## src/rtl/operand_forward_unit.sv

```systemverilog
// EX-stage operand bypass: picks each operand from MEM, WB, a retired-write history or the register file.
// Optional build macro FWD_STATS_EN adds saturating forward-hit and load-stall counters.
module operand_forward_unit #(
    parameter int DATA_W  = 32,
    parameter int ADDR_W  = 5,
    parameter int NUM_OPS = 2,
    parameter int DEPTH   = 2
) (
    input  logic                        clk,
    input  logic                        rst_n,
    input  logic [NUM_OPS*ADDR_W-1:0]   ex_src_addr,
    input  logic [NUM_OPS*DATA_W-1:0]   ex_reg_data,
    input  logic                        mem_wr_en,
    input  logic [ADDR_W-1:0]           mem_wr_addr,
    input  logic                        mem_is_load,
    input  logic [DATA_W-1:0]           mem_alu_data,
    input  logic [DATA_W-1:0]           mem_rd_data,
    input  logic                        mem_rd_valid,
    input  logic                        wb_wr_en,
    input  logic [ADDR_W-1:0]           wb_wr_addr,
    input  logic [DATA_W-1:0]           wb_data,
    input  logic                        hist_flush,
    output logic [NUM_OPS*DATA_W-1:0]   ex_op_data,
    output logic [NUM_OPS*3-1:0]        fwd_src,
    output logic                        load_stall
`ifdef FWD_STATS_EN
    ,
    output logic [31:0]                 fwd_hit_cnt,
    output logic [31:0]                 stall_cnt
`endif
);

    logic [DEPTH-1:0][ADDR_W-1:0] hist_addr_q,  hist_addr_d;
    logic [DEPTH-1:0][DATA_W-1:0] hist_data_q,  hist_data_d;
    logic [DEPTH-1:0]             hist_valid_q, hist_valid_d;

    logic [NUM_OPS-1:0] op_stall;
    logic               wb_commit;

    assign wb_commit = wb_wr_en && (wb_wr_addr != '0);

    // History only moves on a real retired write; a flush clears every older entry.
    always_comb begin
        hist_addr_d  = hist_addr_q;
        hist_data_d  = hist_data_q;
        hist_valid_d = hist_flush ? '0 : hist_valid_q;
        if (wb_commit) begin
            for (int k = 1; k < DEPTH; k++) begin
                hist_addr_d[k]  = hist_addr_q[k-1];
                hist_data_d[k]  = hist_data_q[k-1];
                hist_valid_d[k] = hist_valid_q[k-1] && !hist_flush;
            end
            hist_addr_d[0]  = wb_wr_addr;
            hist_data_d[0]  = wb_data;
            hist_valid_d[0] = 1'b1;
        end
    end

    always_ff @(posedge clk or negedge rst_n) begin
        if (!rst_n) begin
            hist_addr_q  <= '0;
            hist_data_q  <= '0;
            hist_valid_q <= '0;
        end else begin
            hist_addr_q  <= hist_addr_d;
            hist_data_q  <= hist_data_d;
            hist_valid_q <= hist_valid_d;
        end
    end

    always_comb begin
        ex_op_data = ex_reg_data;
        fwd_src    = '0;
        op_stall   = '0;
        for (int i = 0; i < NUM_OPS; i++) begin
            logic [ADDR_W-1:0] src;
            logic              found;
            src   = ex_src_addr[i*ADDR_W +: ADDR_W];
            found = 1'b0;
            if (src != '0) begin
                if (mem_wr_en && mem_wr_addr == src) begin
                    fwd_src[i*3 +: 3]          = 3'd1;
                    ex_op_data[i*DATA_W +: DATA_W] = mem_is_load ? mem_rd_data : mem_alu_data;
                    op_stall[i]                = mem_is_load && !mem_rd_valid;
                end else if (wb_wr_en && wb_wr_addr == src) begin
                    fwd_src[i*3 +: 3]          = 3'd2;
                    ex_op_data[i*DATA_W +: DATA_W] = wb_data;
                end else begin
                    // Index 0 is newest, so the first valid hit is the most recent write.
                    for (int k = 0; k < DEPTH; k++) begin
                        if (!found && hist_valid_q[k] && hist_addr_q[k] == src) begin
                            found                      = 1'b1;
                            fwd_src[i*3 +: 3]          = 3'(k + 3);
                            ex_op_data[i*DATA_W +: DATA_W] = hist_data_q[k];
                        end
                    end
                end
            end
        end
    end

    assign load_stall = |op_stall;

`ifdef FWD_STATS_EN
    logic [31:0] fwd_hit_cnt_q, fwd_hit_cnt_d;
    logic [31:0] stall_cnt_q,   stall_cnt_d;
    logic        any_fwd;

    assign any_fwd = |fwd_src;

    always_comb begin
        fwd_hit_cnt_d = fwd_hit_cnt_q;
        stall_cnt_d   = stall_cnt_q;
        if (any_fwd && !load_stall && fwd_hit_cnt_q != 32'hFFFF_FFFF)
            fwd_hit_cnt_d = fwd_hit_cnt_q + 32'd1;
        if (load_stall && stall_cnt_q != 32'hFFFF_FFFF)
            stall_cnt_d = stall_cnt_q + 32'd1;
    end

    always_ff @(posedge clk or negedge rst_n) begin
        if (!rst_n) begin
            fwd_hit_cnt_q <= '0;
            stall_cnt_q   <= '0;
        end else begin
            fwd_hit_cnt_q <= fwd_hit_cnt_d;
            stall_cnt_q   <= stall_cnt_d;
        end
    end

    assign fwd_hit_cnt = fwd_hit_cnt_q;
    assign stall_cnt   = stall_cnt_q;
`endif

endmodule
```

## config.mk

```make
export PLATFORM = sky130hd
export DESIGN_NAME = operand_forward_unit
export DESIGN_NICKNAME = d
export VERILOG_FILES = /design/src/rtl/operand_forward_unit.sv
export SDC_FILE = /design/constraint.sdc
export NUM_CORES = 1
export LEC_CHECK = 0
export ABC_AREA = 1
export CAP_MARGIN = 40
export CORE_AREA = 2 2 139 141
export CTS_CLUSTER_DIAMETER = 120
export CTS_CLUSTER_SIZE = 25
export DETAILED_ROUTE_END_ITERATION = 8
export DIE_AREA = 0 0 141 143
export PLACE_DENSITY = 0.81
export SYNTH_ARGS = -nofsm -noshare
export SYNTH_HDL_FRONTEND = slang
export SYNTH_SLANG_ARGS = --single-unit
```

## constraint.sdc

```tcl
create_clock -name clk -period 2 [get_ports clk]
set_input_delay 0.4 -clock clk [delete_from_list [all_inputs] [get_ports clk]]
set_output_delay 0.4 -clock clk [all_outputs]
set_load 0.05 [all_outputs]
```

==> flow_metrics.py, run 1 <==
metrics = {
    "die": {
        "die_area_um2": 20200,
        "start_util": 0.425,
        "core_area_um2": 18600,
        "die_h_um": 143,
        "ios": 258,
        "die_w_um": 141,
        "rows": 50,
    },
    "timing": {
        "setup_viol": 71,
        "clock.fmax_ghz": 0.348,
        "worst_slack_ns": -0.872,
        "tightest_slew_ns": 0.528,
        "fin_tns_setup_ns": -52.38,
        "relSlewSlack": 0.648,
        "hold_viol": 0,
        "post-route-period-util": 1.44,
        "worst_clock_skew_ns": 0.00602,
        "fin_crit_ns": 2.87,
        "rsz0062_at_grt": "true",
        "slew_violations": 0,
    },
    "clock_network": {
        "cts.sinks": 76,
        "htree_levels": 3,
        "numCtsBuffers": 9,
        "cts_root_buf": "clkbuf_16",
        "cts_buffer_depth": 2,
        "clkLatencyLatePin_ns": 0.36,
        "cts_tree": "built",
        "clk_pin_slew_ns": 0.07,
    },
    "synth": {
        "yosysWarningCount": 0,
        "yosysSeqAreaShare": 0.241,
        "syn_inst": 1480,
        "synthDistinctLibCells": 30,
        "syn_area_per_cell_um2": 5.34,
        "async_flop_share": 1.00,
        "syn_area_um2": 7900,
        "synth_nets": 1667,
        "ys_seq_elements": 76,
        "yosys_most_used_dff": "dfrtp_1",
        "synth-edff-count": 0,
    },
    "final_layout": {
        "fin_nets": 2003,
        "final_common_cell": "nand2_1",
        "fillCellCount": 1142,
        "layout-drive-gt1-share": 0.321,
        "area_delta_synth_final_pct": 87.9,
        "n_antenna_cell": 0,
        "finish.utilization": 0.799,
        "final_cell_area_um2": 14900,
        "final_cell_mix": "385 x nand2_1, 206 x nor2_1, 163 x clkdlybuf4s50_1, 143 x inv_1, 90 x nand2_2",
    },
    "placement": {
        "dp_hpwl_mm": 25.0,
        "placedInstanceArea_um2": 12200,
        "dp_slack_ns": -0.872,
        "io_buffer_count": 257,
        "place_congestion": 0.974,
    },
    "critical_path": {
        "worst-path-max-fanout": 5,
        "cp.arrival_ns": 2.47,
        "cp_slowest_cell": "dfrtp_1",
        "crit_top_cell": "nand2_1",
        "critPathCaptureType": "output pin",
        "crit_type": "flip-flop to output pin",
        "reg2reg_depth": 4,
        "critPathMaxStageDelay_ns": 0.44,
        "required_ns": 1.60,
        "start_kind": "flip-flop",
        "crit_chain": "buf_6, nand2_2, nand2_1, nor2_1, nand2_1, nor2_2, nor2_4, nor2_4, buf_12, buf_12, nand2_1, nand3_4, nand2_4, buf_8",
    },
    "grt": {
        "grt_usage": 0.375,
        "grt_pass1_vias": 11300,
        "grt_pass1_wl_mm": 58.9,
        "grt_max_degree": 39,
        "grt-ovfl-total": 0,
        "antenna_found_initial": 0,
    },
    "power": {
        "powerDensity_nw_per_um2": 495,
        "p_leak_uw": 0.00766,
        "ir_worst_vdd_v": 0.000453,
    },
    "outcome": {
        "violations": "setup timing",
        "status": "finished, violations left",
    },
    "route": {
        "wl_mm": 43.2,
        "vias": 12200,
        "viasPerCell": 5.94,
        "drt_iter0_drc": 1383,
        "wl_per_cell_um": 21.0,
        "firstDrtPassIters": 8,
        "ant_nets": 0,
        "drc": 0,
    },
    "worst_hold_path": {
        "hold_class": "input pin to asynchronous set/reset pin",
    },
    "flow_run": {
        "cap_violations": 0,
    },
}
==> report_power, final <==
| part | total (uW) | switching, uW | internal, uW | leakage [uW] |
|---|---|---|---|---|
| sequential | 1870 | 164 | 1710 | 0.000876 |
| combinational | 3770 | 2150 | 1620 | 0.00664 |
| clock | 1720 | 718 | 998 | 0.000144 |
| total | 7350 | 3030 | 4320 | 0.00766 |
==> sequential cells by signal, indices dropped and copies added (netlist names) <==
signal	count
hist_data_q	64
hist_valid_q	2
hist_addr_q	10
==> area by class of cell <==
| cell class | instances | area [um^2] | area share |
|---|---|---|---|
| Clock buffer | 10 | 239 | 0.0161 |
| Sequential cell | 76 | 1910 | 0.128 |
| Clock inverter | 6 | 63.8 | 0.00430 |
| Timing Repair Buffer | 412 | 5150 | 0.347 |
| Multi-Input combinational cell | 1119 | 6430 | 0.433 |
| Inverter | 198 | 769 | 0.0518 |
| Tap cell | 234 | 293 | 0.0197 |
==> critical path: cells and delay by family, from the launching register on <==
kind / cells / cell delay (ns)
DFF: 1 / 0.44
and+or+nand+nor: 10 / 1.06
buffers and inverters: 4 / 0.58
==> what timing repair did <==
| action | 4_1_cts | 5_1_grt |
|---|---|---|
| hold endpoints to repair | 15 | 0 |
| gates cloned | 13 | 10 |
| hold buffers | 1 | 0 |
| pin swaps | 34 | 113 |
| resized for setup | 315 | 198 |
| buffers inserted | 29 | 15 |
| setup endpoints to repair | 71 | 71 |
==> path summary, 6_finish.rpt <==
path | start | to | slack, ns
setup / recovery | hist_addr_q[4]$_DFFE_PN0P_ | ex_op_data[61] | -0.87
min in group clk | wb_wr_addr[3] | hist_addr_q[3]$_DFFE_PN0P_ | 0.49
hold / removal | rst_n | hist_data_q[7]$_DFFE_PN0P_ | 0.44
setup reg to reg | hist_addr_q[4]$_DFFE_PN0P_ | hist_addr_q[9]$_DFFE_PN0P_ | 0.99
max in group asynchronous | rst_n | hist_data_q[14]$_DFFE_PN0P_ | 0.96
hold reg to reg | hist_data_q[60]$_DFFE_PN0P_ | hist_data_q[60]$_DFFE_PN0P_ | 0.52
==> metrics by stage <==
stage	hold slack (ns)	total power, uW	std cells
final	0.442	7350	2055
after global routing	0.475	7610	2055
after CTS	0.456	6920	2037
after detailed placement	0.281	4920	1983
after global placement	0.281	4890	1983
after floorplan	0.104	3480	1480
==> Yosys cell counts (2+ instances only) <==
cell type  number  share of area
dfrtp_1        76           0.24
clkbuf_1       33          0.016
inv_1         164          0.078
buf_6           9          0.013
nor2_1        220           0.10
clkinv_1       24          0.011
nand3_1       171           0.11
o22ai_1         8         0.0063
a22oi_1        32          0.030
nor3_1          5         0.0032
nand2_1       536           0.25
xnor2_1         2         0.0022
nand2_2         3         0.0024
a21oi_1        75          0.047
o21ai_0        50          0.032
nor2_2          4         0.0032
inv_2          10         0.0047
buf_2          43          0.027
nor2_4          4         0.0057
==> logic make-up (layout without fill, tap and decap cells) <==
family / count (synthesis) / in the layout / share of synthesized area
buf+inv: 285 / 626 / 0.151
compound gates: 169 / 169 / 0.120
flops: 76 / 76 / 0.241
xor+xnor: 2 / 2 / 0.00222
simple gates: 948 / 948 / 0.486
==> per-layer routing <==
layer / GRT usage / wire length, um / vias up
met4: 0.230 / 3610 / 0
li1: - / - / 5263
met1: 0.442 / 14500 / 5465
met2: 0.628 / 19600 / 1105
met3: 0.0785 / 5490 / 367
met5: 0 / 0 / -
No activity file was read; power rests on OpenSTA's default activity.
==> inputs of run 2 (changes only) <==
Settings changed: CORE_AREA 2 2 139 141 to 2 2 166 168, DIE_AREA 0 0 141 143 to 0 0 168 170, PLACE_DENSITY 0.81 to 0.61.
==> flow_metrics.py, run 2 (same netlist as run 1, synthesis figures left out) <==
metrics = {
    "final_layout": {
        "final-seq-area_um2": 1910,
        "final_common_cell": "nand2_1",
        "regMostFlops": "hist_data_q",
        "largest_reg_flops": 64,
        "area_delta_synth_final_pct": 95.9,
        "final_cell_mix": "374 x nand2_1, 205 x nor2_1, 163 x clkdlybuf4s50_1, 149 x inv_1, 97 x nand2_2",
        "layout-drive-gt1-share": 0.349,
        "fillCellCount": 2337,
        "fin_nets": 2024,
        "multi_input_area_um2": 6520,
        "finish.utilization": 0.581,
        "top_regs": "hist_data_q x64, hist_addr_q x10, hist_valid_q x2",
    },
    "clock_network": {
        "cts_root_buf": "clkbuf_16",
        "cts_hold_buf": 0,
        "clk_pin_slew_ns": 0.06,
        "cts_buffer_depth": 2,
        "cts.sinks": 76,
        "clkLatencyLatePin_ns": 0.35,
        "numCtsBuffers": 9,
        "htree_levels": 3,
        "cts_tree": "built",
    },
    "route": {
        "drc": 0,
        "firstDrtPassIters": 5,
        "viasPerCell": 5.23,
        "vias": 11400,
        "drt_iter0_drc": 1088,
        "wl_per_cell_um": 19.9,
        "ant_nets": 0,
        "wl_mm": 43.4,
    },
    "power": {
        "ir_worst_vdd_v": 0.000362,
        "powerDensity_nw_per_um2": 475,
        "p_leak_uw": 0.00773,
    },
    "die": {
        "start_util": 0.297,
        "rows": 60,
        "core_area_um2": 26700,
        "die_h_um": 170,
        "die_area_um2": 28600,
        "ios": 258,
        "die_w_um": 168,
    },
    "timing": {
        "setup_viol": 71,
        "hold_viol": 0,
        "post-route-period-util": 1.34,
        "tightest_slew_ns": 0.573,
        "rsz0062_at_grt": "true",
        "clock.fmax_ghz": 0.374,
        "worst_slack_ns": -0.674,
        "fin_tns_setup_ns": -42.76,
        "worst_clock_skew_ns": 0.00835,
        "whs_ns": 0.0412,
        "slew_violations": 0,
        "relSlewSlack": 0.618,
        "fin_crit_ns": 2.67,
    },
    "critical_path": {
        "cp_num_buf_inv": 4,
        "worst-path-max-fanout": 8,
        "critPathMaxStageDelay_ns": 0.43,
        "critPathCaptureType": "output pin",
        "required_ns": 1.60,
        "crit_family": "simple AND/OR/NAND/NOR gates",
        "start_kind": "flip-flop",
        "crit_type": "flip-flop to output pin",
        "cp.arrival_ns": 2.27,
        "crit_chain": "buf_6, nand2_4, nand2_2, nor2_4, nand2_2, nor2_4, nand2_4, nor2_4, buf_12, buf_12, nand2_1, nand3_2, nand2_4, buf_8",
        "cp_slowest_cell": "dfrtp_1",
    },
    "grt": {
        "grt_max_degree": 42,
        "grt_pass1_vias": 11000,
        "grt-ovfl-total": 0,
        "grt_usage": 0.279,
        "grt_pass1_wl_mm": 61.5,
        "antenna_found_initial": 1,
    },
    "placement": {
        "io_buffer_count": 257,
        "dp_hpwl_mm": 27.0,
        "dp_slack_ns": -0.834,
        "place_congestion": 0.939,
    },
    "worst_hold_path": {
        "hold_class": "input pin to asynchronous set/reset pin",
    },
    "flow_run": {
        "cap_violations": 0,
    },
    "outcome": {
        "status": "finished, violations left",
        "violations": "setup timing",
    },
}
## run 2: where the power goes
part	internal [uW]	total (uW)	leakage (uW)	switching [uW]
registers	1710	1870	0.000877	162
clock network	911	1620	0.000136	705
logic	1700	3870	0.00672	2170
total	4320	7350	0.00773	3030
## run 2: stage by stage
step                      total power, uW  std cells  cell area (um^2)
after floorplan                      3480       1480              8450
after global placement               5000       2103             12500
after detailed placement             5020       2103             12500
after CTS                            6990       2160             14200
after global routing                 7670       2183             15500
final                                7350       2184             15500
## run 2: worst paths after layout
kind | slack (ns) | to | cells after the start | from
min in group clk | 0.51 | hist_data_q[45]$_DFFE_PN0P_ | 2 | hist_data_q[45]$_DFFE_PN0P_
max reg2reg | 0.94 | hist_addr_q[9]$_DFFE_PN0P_ | 5 | hist_addr_q[4]$_DFFE_PN0P_
min reg2reg | 0.51 | hist_data_q[45]$_DFFE_PN0P_ | 2 | hist_data_q[45]$_DFFE_PN0P_
min | 0.04 | hist_data_q[45]$_DFFE_PN0P_ | 1 | rst_n
max in group asynchronous | 1.38 | hist_addr_q[9]$_DFFE_PN0P_ | 2 | rst_n
max | -0.67 | ex_op_data[34] | 14 | hist_addr_q[5]$_DFFE_PN0P_
## run 2: area by class of cell
type | count | area share
flip-flops and latches | 76 | 0.123
repair buffers | 433 | 0.360
inverters | 198 | 0.0499
diodes | 1 | 0.000162
clock buffers | 13 | 0.0168
clock inverters | 3 | 0.00137
well taps | 341 | 0.0276
multi-input cells | 1119 | 0.421
## run 2: routing by layer
| layer | up-vias | wire [um] | global-route usage |
|---|---|---|---|
| met4 | 2 | 1450 | 0.102 |
| met1 | 5317 | 17300 | 0.345 |
| met5 | - | 11 | 0 |
| met3 | 110 | 4090 | 0.0509 |
| met2 | 684 | 20500 | 0.484 |
| li1 | 5312 | - | - |
## run 2: what timing repair did
| item | 4_1_cts | 5_1_grt |
|---|---|---|
| buffers inserted | 30 | 12 |
| setup endpoints to repair | 71 | 71 |
| pin swaps | 69 | 103 |
| gates cloned | 13 | 13 |
| resized for setup | 316 | 214 |
